`src/rtl/irq_request_latch_if.sv`:
```
// irq_request_latch_if: request/snapshot/ack bundle for irq_request_latch.
//   slave  - the latch: takes req_in/mask/ack/ack_id, drives the rest.
//   master - the producer/consumer side (encoder + servicing logic).
// Signals:
//   req_in   raw request lines            mask      1 = hide line from snapshot
//   pend_out snapshot to encoder input    irq_valid snapshot non-zero, awaiting ack
//   ack      one-cycle service pulse      ack_id    id being serviced
//   pending  live pending register        drop_cnt  saturating lost-event count
//   bad_ack  sticky, ack id not in snapshot
interface irq_request_latch_if #(
  parameter int WIDTH = 8,
  parameter int ID_W  = 3,
  parameter int CNT_W = 8
);
  logic [WIDTH-1:0] req_in;
  logic [WIDTH-1:0] mask;
  logic [WIDTH-1:0] pend_out;
  logic             irq_valid;
  logic             ack;
  logic [ID_W-1:0]  ack_id;
  logic [WIDTH-1:0] pending;
  logic [CNT_W-1:0] drop_cnt;
  logic             bad_ack;

  modport slave (
    input  req_in, mask, ack, ack_id,
    output pend_out, irq_valid, pending, drop_cnt, bad_ack
  );

  modport master (
    output req_in, mask, ack, ack_id,
    input  pend_out, irq_valid, pending, drop_cnt, bad_ack
  );
endinterface

```
`src/rtl/irq_request_latch.sv`:
```
// irq_request_latch: front end of the 8:3 priority encoder.
//   Latches request events into a pending register, presents a frozen masked
//   snapshot to the encoder under irq_valid, and clears only the bit the
//   consumer acks. Acks naming a bit outside the snapshot set sticky bad_ack.
// Ports:
//   clk  - single clock, posedge
//   rst  - synchronous, active-high reset
//   bus  - irq_request_latch_if.slave (req_in, mask, ack, ack_id in;
//          pend_out, irq_valid, pending, drop_cnt, bad_ack out)
// Build option:
//   IRQ_EDGE_DETECT_EN - defined: rising-edge events plus drop counter.
//                        undefined: level events, drop_cnt tied to 0.
module irq_request_latch #(
  parameter int WIDTH = 8,
  parameter int ID_W  = 3,
  parameter int CNT_W = 8
) (
  input  logic                clk,
  input  logic                rst,
  irq_request_latch_if.slave  bus
);

  typedef enum logic [1:0] {IDLE, ASSERT, CLEAR} state_t;

  state_t           state;
  logic [WIDTH-1:0] pending_q;
  logic [WIDTH-1:0] snapshot;
  logic [WIDTH-1:0] pend_q;
  logic             valid_q;
  logic             bad_q;
  logic [CNT_W-1:0] drop_q;
  logic [WIDTH-1:0] ev;
  logic [WIDTH-1:0] clr_vec;
  logic [WIDTH-1:0] visible;
  logic             ack_hit;

`ifdef IRQ_EDGE_DETECT_EN
  localparam int CNT_MAX = (1 << CNT_W) - 1;
  logic [WIDTH-1:0] req_q;
  int               drop_inc;
  int               drop_sum;

  assign ev = bus.req_in & ~req_q;

  // An event landing on an already-pending line is lost; count it.
  always_comb begin
    drop_inc = 0;
    for (int i = 0; i < WIDTH; i++)
      drop_inc += int'(ev[i] & pending_q[i]);
    drop_sum = int'(drop_q) + drop_inc;
  end

  always_ff @(posedge clk) begin
    if (rst) begin
      req_q  <= '0;
      drop_q <= '0;
    end else begin
      req_q  <= bus.req_in;
      drop_q <= (drop_sum > CNT_MAX) ? CNT_W'(CNT_MAX) : CNT_W'(drop_sum);
    end
  end
`else
  assign ev     = bus.req_in;
  assign drop_q = '0;
`endif

  assign visible = pending_q & ~bus.mask;

  // Out-of-range ids short-circuit before the snapshot index.
  assign ack_hit = (int'(bus.ack_id) < WIDTH) && snapshot[bus.ack_id];

  always_comb begin
    clr_vec = '0;
    if (state == ASSERT && bus.ack && ack_hit)
      clr_vec[bus.ack_id] = 1'b1;
  end

  always_ff @(posedge clk) begin
    if (rst) begin
      state     <= IDLE;
      pending_q <= '0;
      snapshot  <= '0;
      pend_q    <= '0;
      valid_q   <= 1'b0;
      bad_q     <= 1'b0;
    end else begin
      // OR-ing ev after the clear lets a same-cycle event survive its ack.
      pending_q <= (pending_q & ~clr_vec) | ev;
      case (state)
        IDLE: begin
          // Snapshot from registered pending only; this cycle's ev waits.
          if (|visible) begin
            snapshot <= visible;
            pend_q   <= visible;
            valid_q  <= 1'b1;
            state    <= ASSERT;
          end
        end
        ASSERT: begin
          if (bus.ack) begin
            if (ack_hit) begin
              pend_q  <= '0;
              valid_q <= 1'b0;
              state   <= CLEAR;
            end else begin
              bad_q <= 1'b1;
            end
          end
        end
        CLEAR: begin
          snapshot <= '0;
          state    <= IDLE;
        end
        default: state <= IDLE;
      endcase
    end
  end

  assign bus.pend_out  = pend_q;
  assign bus.irq_valid = valid_q;
  assign bus.pending   = pending_q;
  assign bus.drop_cnt  = drop_q;
  assign bus.bad_ack   = bad_q;

endmodule

```
`src/flat_wrapper.sv`:
```
// flat-port wrapper written by rule: the top's interface ports become plain ports
module irq_request_latch_flat 
#(
  parameter int WIDTH = 8,
  parameter int ID_W  = 3,
  parameter int CNT_W = 8
)
  (clk, rst, bus_req_in, bus_mask, bus_ack, bus_ack_id, bus_pend_out, bus_irq_valid, bus_pending, bus_drop_cnt, bus_bad_ack);
  irq_request_latch_if #(.WIDTH(WIDTH), .ID_W(ID_W), .CNT_W(CNT_W)) bus_i ();
  input  logic clk;
  input  logic rst;
  input wire logic [$bits(bus_i.req_in)-1:0] bus_req_in;
  input wire logic [$bits(bus_i.mask)-1:0] bus_mask;
  input wire logic [$bits(bus_i.ack)-1:0] bus_ack;
  input wire logic [$bits(bus_i.ack_id)-1:0] bus_ack_id;
  output wire logic [$bits(bus_i.pend_out)-1:0] bus_pend_out;
  output wire logic [$bits(bus_i.irq_valid)-1:0] bus_irq_valid;
  output wire logic [$bits(bus_i.pending)-1:0] bus_pending;
  output wire logic [$bits(bus_i.drop_cnt)-1:0] bus_drop_cnt;
  output wire logic [$bits(bus_i.bad_ack)-1:0] bus_bad_ack;
  assign bus_i.req_in = bus_req_in;
  assign bus_i.mask = bus_mask;
  assign bus_i.ack = bus_ack;
  assign bus_i.ack_id = bus_ack_id;
  assign bus_pend_out = bus_i.pend_out;
  assign bus_irq_valid = bus_i.irq_valid;
  assign bus_pending = bus_i.pending;
  assign bus_drop_cnt = bus_i.drop_cnt;
  assign bus_bad_ack = bus_i.bad_ack;
  irq_request_latch #(.WIDTH(WIDTH), .ID_W(ID_W), .CNT_W(CNT_W)) u_core (.clk(clk), .rst(rst), .bus(bus_i));
endmodule
```
`config.mk`:
```
export PLATFORM = sky130hd
export DESIGN_NAME = irq_request_latch_flat
export DESIGN_NICKNAME = d
export VERILOG_FILES = /design/src/rtl/irq_request_latch_if.sv /design/src/rtl/irq_request_latch.sv /design/src/flat_wrapper.sv
export SDC_FILE = /design/constraint.sdc
export NUM_CORES = 1
export LEC_CHECK = 0
export BUFFER_PORTS_ARGS = -buffer_cell sky130_fd_sc_hd__buf_2
export CORE_MARGIN = 1
export CORE_UTILIZATION = 35
export CTS_CLUSTER_SIZE = 28
export DETAILED_ROUTE_END_ITERATION = 7
export SLEW_MARGIN = 20
export SYNTH_ARGS = -nofsm -noshare
export SYNTH_HDL_FRONTEND = slang
export SYNTH_SLANG_ARGS = --single-unit
```
`constraint.sdc`:
```
create_clock -name clk -period 4.53 [get_ports clk]
set_clock_uncertainty 0.05 [all_clocks]
set_input_delay 1.359 -clock clk [delete_from_list [all_inputs] [get_ports clk]]
set_output_delay 1.359 -clock clk [all_outputs]
set_load 0.005 [all_outputs]
```
==> results of run 1 <==
-- final cells by class --
class / count / share of cell area
multi-input combinational: 104 / 0.395
sequential: 28 / 0.377
timing repair buffer: 39 / 0.131
clock inverter: 1 / 0.0202
inverter: 9 / 0.0227
clock buffer: 3 / 0.0152
tap: 46 / 0.0387
-- worst min-delay path: stages, from the launching register on --
cell,delay [ps]
dfxtp_1,340
nand3_1,60
a21oi_1,50
-- Yosys cell counts, drive strengths merged --
cell type  count  share of area
o31ai          4          0.024
dfxtp         28           0.44
o41ai          1         0.0069
clkbuf         3         0.0089
o21a           1         0.0060
o21bai         1         0.0060
mux2           4          0.036
nand2b        20          0.099
inv            9          0.027
mux4           1          0.018
a211oi         1         0.0060
nand2          5          0.021
a21oi         26           0.10
conb           1         0.0030
nor2          13          0.039
buf           12          0.075
nand4          2         0.0099
o21ai          4          0.016
nand3         13          0.052
-- worst paths after layout --
kind / startpoint / endpoint / slack, ps
worst min-delay path: u_core.bus.pend_out[7] / u_core.bus.pend_out[7] / 430
worst max-delay path: bus_ack_id[0] / u_core.bus.pend_out[2] / 1820
worst max register to register: u_core.bus.pending[7] / u_core.snapshot[3] / 2730
worst min register to register: u_core.bus.pend_out[7] / u_core.bus.pend_out[7] / 430
-- flip-flops by register name (all words and copies together), names as in the netlist --
signal                flops
u_core.bus.pend_out       8
u_core.bus.pending        8
u_core.snapshot           8
u_core.state              2
u_core.bus.bad_ack        1
u_core.bus.irq_valid      1
-- logic make-up after synthesis --
family,Yosys count
AOI/OAI and AO/OA,38
buffers and inverters,24
DFF,28
muxes,5
other,1
and+or+nand+nor,53
-- routing by layer --
layer / share of wire / track usage / wire, um / vias to the layer above
met3: 0.055 / 0.0228 / 157 / 8
met2: 0.46 / 0.264 / 1330 / 47
li1: - / - / - / 560
met1: 0.46 / 0.209 / 1310 / 500
met4: 0.025 / 0.0889 / 71 / 0
met5: 0 / 0 / 0 / -
-- through the flow --
| step | util | std cells | total power [mW] | cell area (sq um) |
|---|---|---|---|---|
| after floorplan | - | 156 | 0.333 | 1290 |
| after CTS | 0.439 | 230 | 0.520 | 1490 |
| final | 0.439 | 230 | 0.517 | 1490 |
| after detailed placement | 0.423 | 226 | 0.358 | 1430 |
| after global routing | 0.439 | 230 | 0.544 | 1490 |
| after global placement | 0.423 | 226 | 0.356 | 1430 |
-- power groups by stage --
| stage | clock network, mW | registers, mW | logic [mW] |
|---|---|---|---|
| 2_1_floorplan | 0 | 0.276 | 0.0576 |
| 3_3_place_gp | 0 | 0.278 | 0.0788 |
| 3_5_place_dp | 0 | 0.278 | 0.0801 |
| 4_1_cts | 0.167 | 0.273 | 0.0802 |
| 5_1_grt | 0.177 | 0.275 | 0.0912 |
| 6_report | 0.163 | 0.273 | 0.0807 |
==> flow_summary_export.csv, run 1 <==
group,metric,value,unit
cts,clock_sinks,28,
worst_hold_path,worstHoldPathCells,2,
power_and_ir_drop,pwr-share-clk,0.316,
cts,cts_buffer_depth,2,
sta,period_share,0.599,
sta,timing.setup.tns,0,ps
cts,tritoncts,"yes",
sta,rsz0062_at_grt,"false",
routing,remaining_drc_errors,0,
setup_path,max_stage_delay,540,ps
routing,drtAntennaViolNets,0,
setup_path,critPathBufInv,1,
global_route,grt_pass1_wl,4.53,mm
sta,setup_viol_count_final,0,
power_and_ir_drop,p_leak,0.679,nW
logic_synthesis,syn_inst,149,
cts,ctsResizeCount,0,
setup_path,cp-start-kind,"primary input",
logic_synthesis,synth-compound-area-share,0.168,
floorplanning,die_w,62.0,um
setup_path,cp-end-kind,"register",
setup_path,crit_cells,6,
power_and_ir_drop,power_density,348,nW/um^2
setup_path,slowest_stage,"mux4_2",
power_and_ir_drop,power_frac_seq,0.528,
sta,max-slew-margin-rel,0.467,
final_layout,seq_area,561,sq um
final_layout,drive_gt1_frac,0.261,
floorplanning,start_util,0.372,
placement,hpwlAfterDp,2.14,mm
setup_path,rr_worst_depth,5,
logic_synthesis,synth.mux.area_fraction,0.0536,
global_route,grt_max_degree,26,
logic_synthesis,synth-simple-area-share,0.220,
placement,gp_congestion,0.817,
placement,pre_cts_slack,1320,ps
floorplanning,fp-row-count,21,
floorplanning,fp.dieArea,3850,sq um
logic_synthesis,yosys.cell_types.count,25,
final_layout,final_common_cell,"buf_2",
floorplanning,die_h,62.0,um
setup_path,critical-path-top-delay-family,"multiplexers",
global_route,grt_pass1_vias,981,
setup_path,critPathKind,"in -> reg",
global_route,grt_overflow,0,
setup_path,crit_path_cell_trace,"buf_2, mux2_2, mux4_2, nand2_4, nand3_1, a21oi_1",
floorplanning,ios,48,
routing,routedWlPerCell,12.4,um
run_status,status,"complete, no violations",
power_and_ir_drop,p_int,0.385,mW
setup_path,worstPathArrival,2940,ps
sta,setup_ws,1820,ps
sta,maxSlewViolCount,0,
final_layout,nNetsFinal,207,
sta,clock.fmax,369,MHz
cts,root_buffer,"clkbuf_4",
sta,hold_ws,428,ps
run,cap_violations,0,
logic_synthesis,synth.cell_area,1260,sq um
routing,num_vias,1115,
worst_hold_path,hold_path.class,"reg -> reg",
routing,drt_iter0_markers,33,
logic_synthesis,synth_xor_area_frac,0,
routing,first_pass_iters,4,
power_and_ir_drop,irDropWorstVdd,0.168,mV
final_layout,fill_cells,346,
power_and_ir_drop,switching_share,0.254,
floorplanning,core_area,3390,sq um
cts,cts_made_buffers,3,
cts,h-tree-depth,1,
cts,clk_pin_slew,150,ps
logic_synthesis,yosys.area_share.adder,0,
routing,viasPerCell,4.85,
cts,cts_setup_buffers,0,
logic_synthesis,ys_seq_area_frac,0.444,
global_route,track_usage,0.163,
final_layout,syn2layout_area_growth,17.9,%
final_layout,layout_common_cells,"39 x buf_2, 28 x dfxtp_1, 26 x a21oi_1",
routing,drt-total-wl,2.86,mm
power_and_ir_drop,combPwrFrac,0.156,
logic_synthesis,synth_top_family_by_area,"simple AND/OR/NAND/NOR gates",
sta,tightestPinTransition,794,ps
final_layout,antenna_cells,0,
logic_synthesis,syn_avg_cell_area,8.46,sq um
cts,clkLatencyLatePin,330,ps
setup_path,critPathMaxFanout,14,
placement,portBuffers,39,
logic_synthesis,ys_seq_elements,28,
power_and_ir_drop,switching_power,0.131,mW
sta,min_period,2710,ps
sta,hold_viol,0,
global_route,antenna_found_initial,0,
cts,holdBufCountCts,0,
setup_path,worstPathRequired,4760,ps
final_layout,multi_input_area,587,sq um
logic_synthesis,synth_warnings,0,
(Power assumes the default switching activity.)
==> run 2: changes to the inputs <==
clock period = 2.6 ns   (was 4.53 ns; I/O delays follow)
==> flow_summary_export.csv, run 2 (synthesized netlist as in run 1, its figures left out) <==
group,metric,value,unit
routing,first_pass_iters,4,
floorplanning,start_util,0.372,
global_route,track_usage,0.158,
cts,holdBufCountCts,0,
cts,cts_made_buffers,3,
worst_hold_path,hold_path.class,"reg -> reg",
global_route,antenna_found_initial,0,
setup_path,rr_worst_depth,5,
power_and_ir_drop,p_leak,0.669,nW
routing,drtAntennaViolNets,0,
sta,maxSlewViolCount,0,
run,cap_violations,0,
floorplanning,die_h,62.0,um
placement,gp_congestion,0.830,
setup_path,rrSetupSlack,860,ps
sta,setup_viol_count_final,0,
cts,clock_sinks,28,
routing,drt-total-wl,2.83,mm
cts,cts_setup_buffers,0,
cts,clk_pin_slew,150,ps
global_route,grt_pass1_vias,1021,
setup_path,critPathMaxFanout,14,
setup_path,cp-startpoint,"bus_ack_id[0]",
setup_path,r2r_end,"u_core.bus.pend_out[3]",
setup_path,critPathKind,"in -> reg",
cts,clkLatencyLatePin,330,ps
setup_path,critPathCapture,"u_core.bus.pend_out[3]",
sta,clock.fmax,478,MHz
final_layout,design_area,1460,sq um
floorplanning,ios,48,
floorplanning,die_w,62.0,um
global_route,grt_overflow,0,
cts,ctsResizeCount,0,
routing,remaining_drc_errors,0,
worst_hold_path,hold_start,"u_core.bus.pend_out[7]",
setup_path,worstPathArrival,2310,ps
setup_path,cp-end-kind,"register",
placement,hpwlAfterDp,2.18,mm
global_route,grt_max_degree,26,
sta,period_share,0.805,
placement,pre_cts_slack,166,ps
final_layout,nNetsFinal,208,
routing,num_vias,1132,
power_and_ir_drop,power_density,547,nW/um^2
cts,tritoncts,"yes",
cts,h-tree-depth,1,
sta,hold_ws,424,ps
final_layout,final_common_cell,"buf_2",
setup_path,worstPathRequired,2810,ps
run_status,status,"complete, no violations",
global_route,grt_pass1_wl,4.37,mm
final_layout,drive_gt1_frac,0.261,
setup_path,r2r_start,"u_core.snapshot[7]",
floorplanning,fp.dieArea,3850,sq um
floorplanning,core_area,3390,sq um
sta,timing.setup.tns,0,ps
power_and_ir_drop,power,0.801,mW
cts,root_buffer,"clkbuf_4",
final_layout,syn2layout_area_growth,16.1,%
sta,rsz0062_at_grt,"false",
setup_path,cp-start-kind,"primary input",
placement,portBuffers,39,
sta,hold_viol,0,
floorplanning,fp-row-count,21,
power_and_ir_drop,irDropWorstVdd,0.242,mV
routing,viasPerCell,4.92,
sta,setup_ws,506,ps
sta,min_period,2090,ps
worst_hold_path,worstHoldPathCells,2,
cts,cts_buffer_depth,2,
routing,routedWlPerCell,12.3,um
final_layout,antenna_cells,0,
placement,place_area,1440,sq um
routing,drt_iter0_markers,32,
final_layout,layout_common_cells,"39 x buf_2, 28 x dfxtp_1, 26 x a21oi_1",
-- run 2: worst min path at each step --
stage                        endpoint  slack, ps
2_1_floorplan      u_core.snapshot[1]        390
3_3_place_gp   u_core.bus.pend_out[0]        410
3_5_place_dp   u_core.bus.pend_out[7]        410
4_1_cts        u_core.bus.pend_out[7]        430
5_1_grt        u_core.bus.pend_out[7]        440
6_report       u_core.bus.pend_out[7]        420
-- run 2: metal layers --
layer,wire (um),vias up,GRT usage
met2,1340,42,0.274
li1,-,556,-
met1,1300,530,0.192
met3,168,4,0.0290
met4,26,0,0.0667
met5,0,-,0
-- run 2: critical path: stages --
cell,delay [ps]
buf_2,190
mux2_2,360
mux4_2,540
nand2_4,180
nand3_1,90
a21oi_1,160
-- run 2: area by class of cell --
type / count / area, sq um
Fill cell: 348 / 1930
Tap cell: 46 / 57.6
Inverter: 9 / 33.8
Clock buffer: 3 / 22.5
Timing Repair Buffer: 40 / 203
Sequential cell: 28 / 561
Multi-Input combinational cell: 104 / 587
-- run 2: per-stage QoR --
| stage | instances | util |
|---|---|---|
| 2_1_floorplan | 156 | - |
| 3_3_place_gp | 227 | 0.425 |
| 3_5_place_dp | 227 | 0.425 |
| 4_1_cts | 230 | 0.432 |
| 5_1_grt | 230 | 0.432 |
| 6_report | 230 | 0.432 |
-- run 2: where the power goes --
group	switching (mW)	leakage [nW]	total (mW)	internal (mW)
clock network	0.128	0.0138	0.183	0.0544
logic	0.0813	0.425	0.143	0.0620
registers	0.0185	0.230	0.475	0.456
total	0.228	0.669	0.801	0.573
==> run 3: changes to the inputs <==
clock period = 2.2 ns   (was 2.6 ns; I/O delays follow)
==> flow_summary_export.csv, run 3 (synthesized netlist as in run 1, its figures left out) <==
group,metric,value,unit
routing,remaining_drc_errors,0,
placement,pre_cts_slack,-51.3,ps
sta,maxSlewViolCount,0,
routing,first_pass_iters,4,
setup_path,worstPathArrival,2130,ps
global_route,track_usage,0.164,
global_route,antenna_found_initial,0,
worst_hold_path,hold_start,"u_core.bus.pend_out[2]",
power_and_ir_drop,switching_share,0.271,
sta,hold_viol,0,
power_and_ir_drop,irDropWorstVdd,0.281,mV
sta,clock.fmax,523,MHz
final_layout,syn2layout_area_growth,18.9,%
worst_hold_path,hold_path.class,"reg -> reg",
setup_path,critPathMaxFanout,5,
setup_path,cp-end-kind,"register",
routing,drt-total-wl,2.84,mm
routing,dr_wl_met3,179,um
setup_path,cp-start-kind,"primary input",
final_layout,nNetsFinal,211,
power_and_ir_drop,pwr-share-clk,0.253,
power_and_ir_drop,p_int,0.720,mW
cts,tritoncts,"yes",
power_and_ir_drop,combPwrFrac,0.178,
routing,routedWlPerCell,12.1,um
cts,clock_sinks,28,
sta,rsz0062_at_grt,"false",
power_and_ir_drop,power,0.988,mW
routing,drtAntennaViolNets,0,
cts,root_buffer,"clkbuf_4",
setup_path,worstPathRequired,2420,ps
placement,hpwlAfterDp,2.27,mm
final_layout,layout_common_cells,"39 x buf_2, 28 x dfxtp_1, 26 x a21oi_1",
routing,drt_iter0_markers,42,
floorplanning,fp.dieArea,3850,sq um
floorplanning,ios,48,
setup_path,r2r_start,"u_core.snapshot[7]",
cts,h-tree-depth,1,
floorplanning,core_area,3390,sq um
global_route,grt_pass1_wl,4.60,mm
cts,cts_made_buffers,3,
sta,min_period,1910,ps
sta,setup_ws,288,ps
setup_path,critPathKind,"in -> reg",
power_and_ir_drop,power_density,658,nW/um^2
floorplanning,die_h,62.0,um
final_layout,drive_gt1_frac,0.277,
final_layout,final_common_cell,"buf_2",
power_and_ir_drop,power_frac_seq,0.569,
cts,holdBufCountCts,0,
placement,gp_congestion,0.784,
floorplanning,fp-row-count,21,
global_route,grt_pass1_vias,1065,
floorplanning,start_util,0.372,
run,cap_violations,0,
placement,portBuffers,39,
cts,ctsResizeCount,0,
power_and_ir_drop,switching_power,0.267,mW
global_route,grt_max_degree,16,
cts,cts_setup_buffers,0,
global_route,grt_overflow,0,
routing,met2_length,1.38,mm
cts,clkLatencyLatePin,320,ps
cts,clk_pin_slew,150,ps
floorplanning,die_w,62.0,um
routing,num_vias,1121,
sta,period_share,0.869,
power_and_ir_drop,p_leak,0.691,nW
final_layout,antenna_cells,0,
routing,wl_met1,1.26,mm
cts,cts_buffer_depth,2,
run_status,status,"complete, no violations",
sta,setup_viol_count_final,0,
routing,top_layer,"met4",
routing,viasPerCell,4.79,
setup_path,cp-startpoint,"bus_ack_id[0]",
-- run 3: cell types whose count changed in the layout (fill, tap and decap cells not counted) --
cell      previous run  this run
clkbuf_8             0         1
buf_4                1         4
-- run 3: layer usage --
metal | vias up | GRT usage
li1 | 567 | -
met1 | 510 | 0.208
met2 | 42 | 0.274
met3 | 2 | 0.0311
met4 | 0 | 0.0667
met5 | - | 0
-- run 3: power by group through the flow --
stage | clock, mW | sequential (mW) | combinational [mW]
3_3_place_gp | 0 | 0.573 | 0.173
5_1_grt | 0.276 | 0.566 | 0.199
6_report | 0.250 | 0.561 | 0.176
2_1_floorplan | 0 | 0.568 | 0.119
3_5_place_dp | 0 | 0.573 | 0.176
4_1_cts | 0.258 | 0.562 | 0.176
-- run 3: cell type report --
class | count | area [sq um]
Fill cell | 345 | 1890
Multi-Input combinational cell | 104 | 587
Sequential cell | 28 | 561
Timing Repair Buffer | 43 | 225
Tap cell | 46 | 57.6
Clock buffer | 4 | 36.3
Inverter | 9 | 33.8
-- run 3: worst max-delay path, stage by stage --
cell and delay (ps):
buf_2 140, mux2_1 330, mux4_2 540, nand3_1 200, o21ai_0 120, a21oi_1 140
-- run 3: worst paths after layout --
path,end,slack (ps),cells past startpoint
worst min register to register,u_core.bus.pend_out[2],430,2
worst max register to register,u_core.bus.pending[3],460,5
worst min-delay path,u_core.bus.pend_out[2],430,2
worst max-delay path,u_core.bus.pending[3],290,6
-- run 3: per-stage QoR --
stage	std cells	setup TNS, ps	util	cell area [sq um]	hold slack (ps)
6_report	234	0	0.443	1500	427
2_1_floorplan	156	0	-	1290	394
3_5_place_dp	230	-204	0.432	1460	406
5_1_grt	234	0	0.443	1500	458
4_1_cts	234	0	0.443	1500	430
3_3_place_gp	230	-81.7	0.432	1460	410
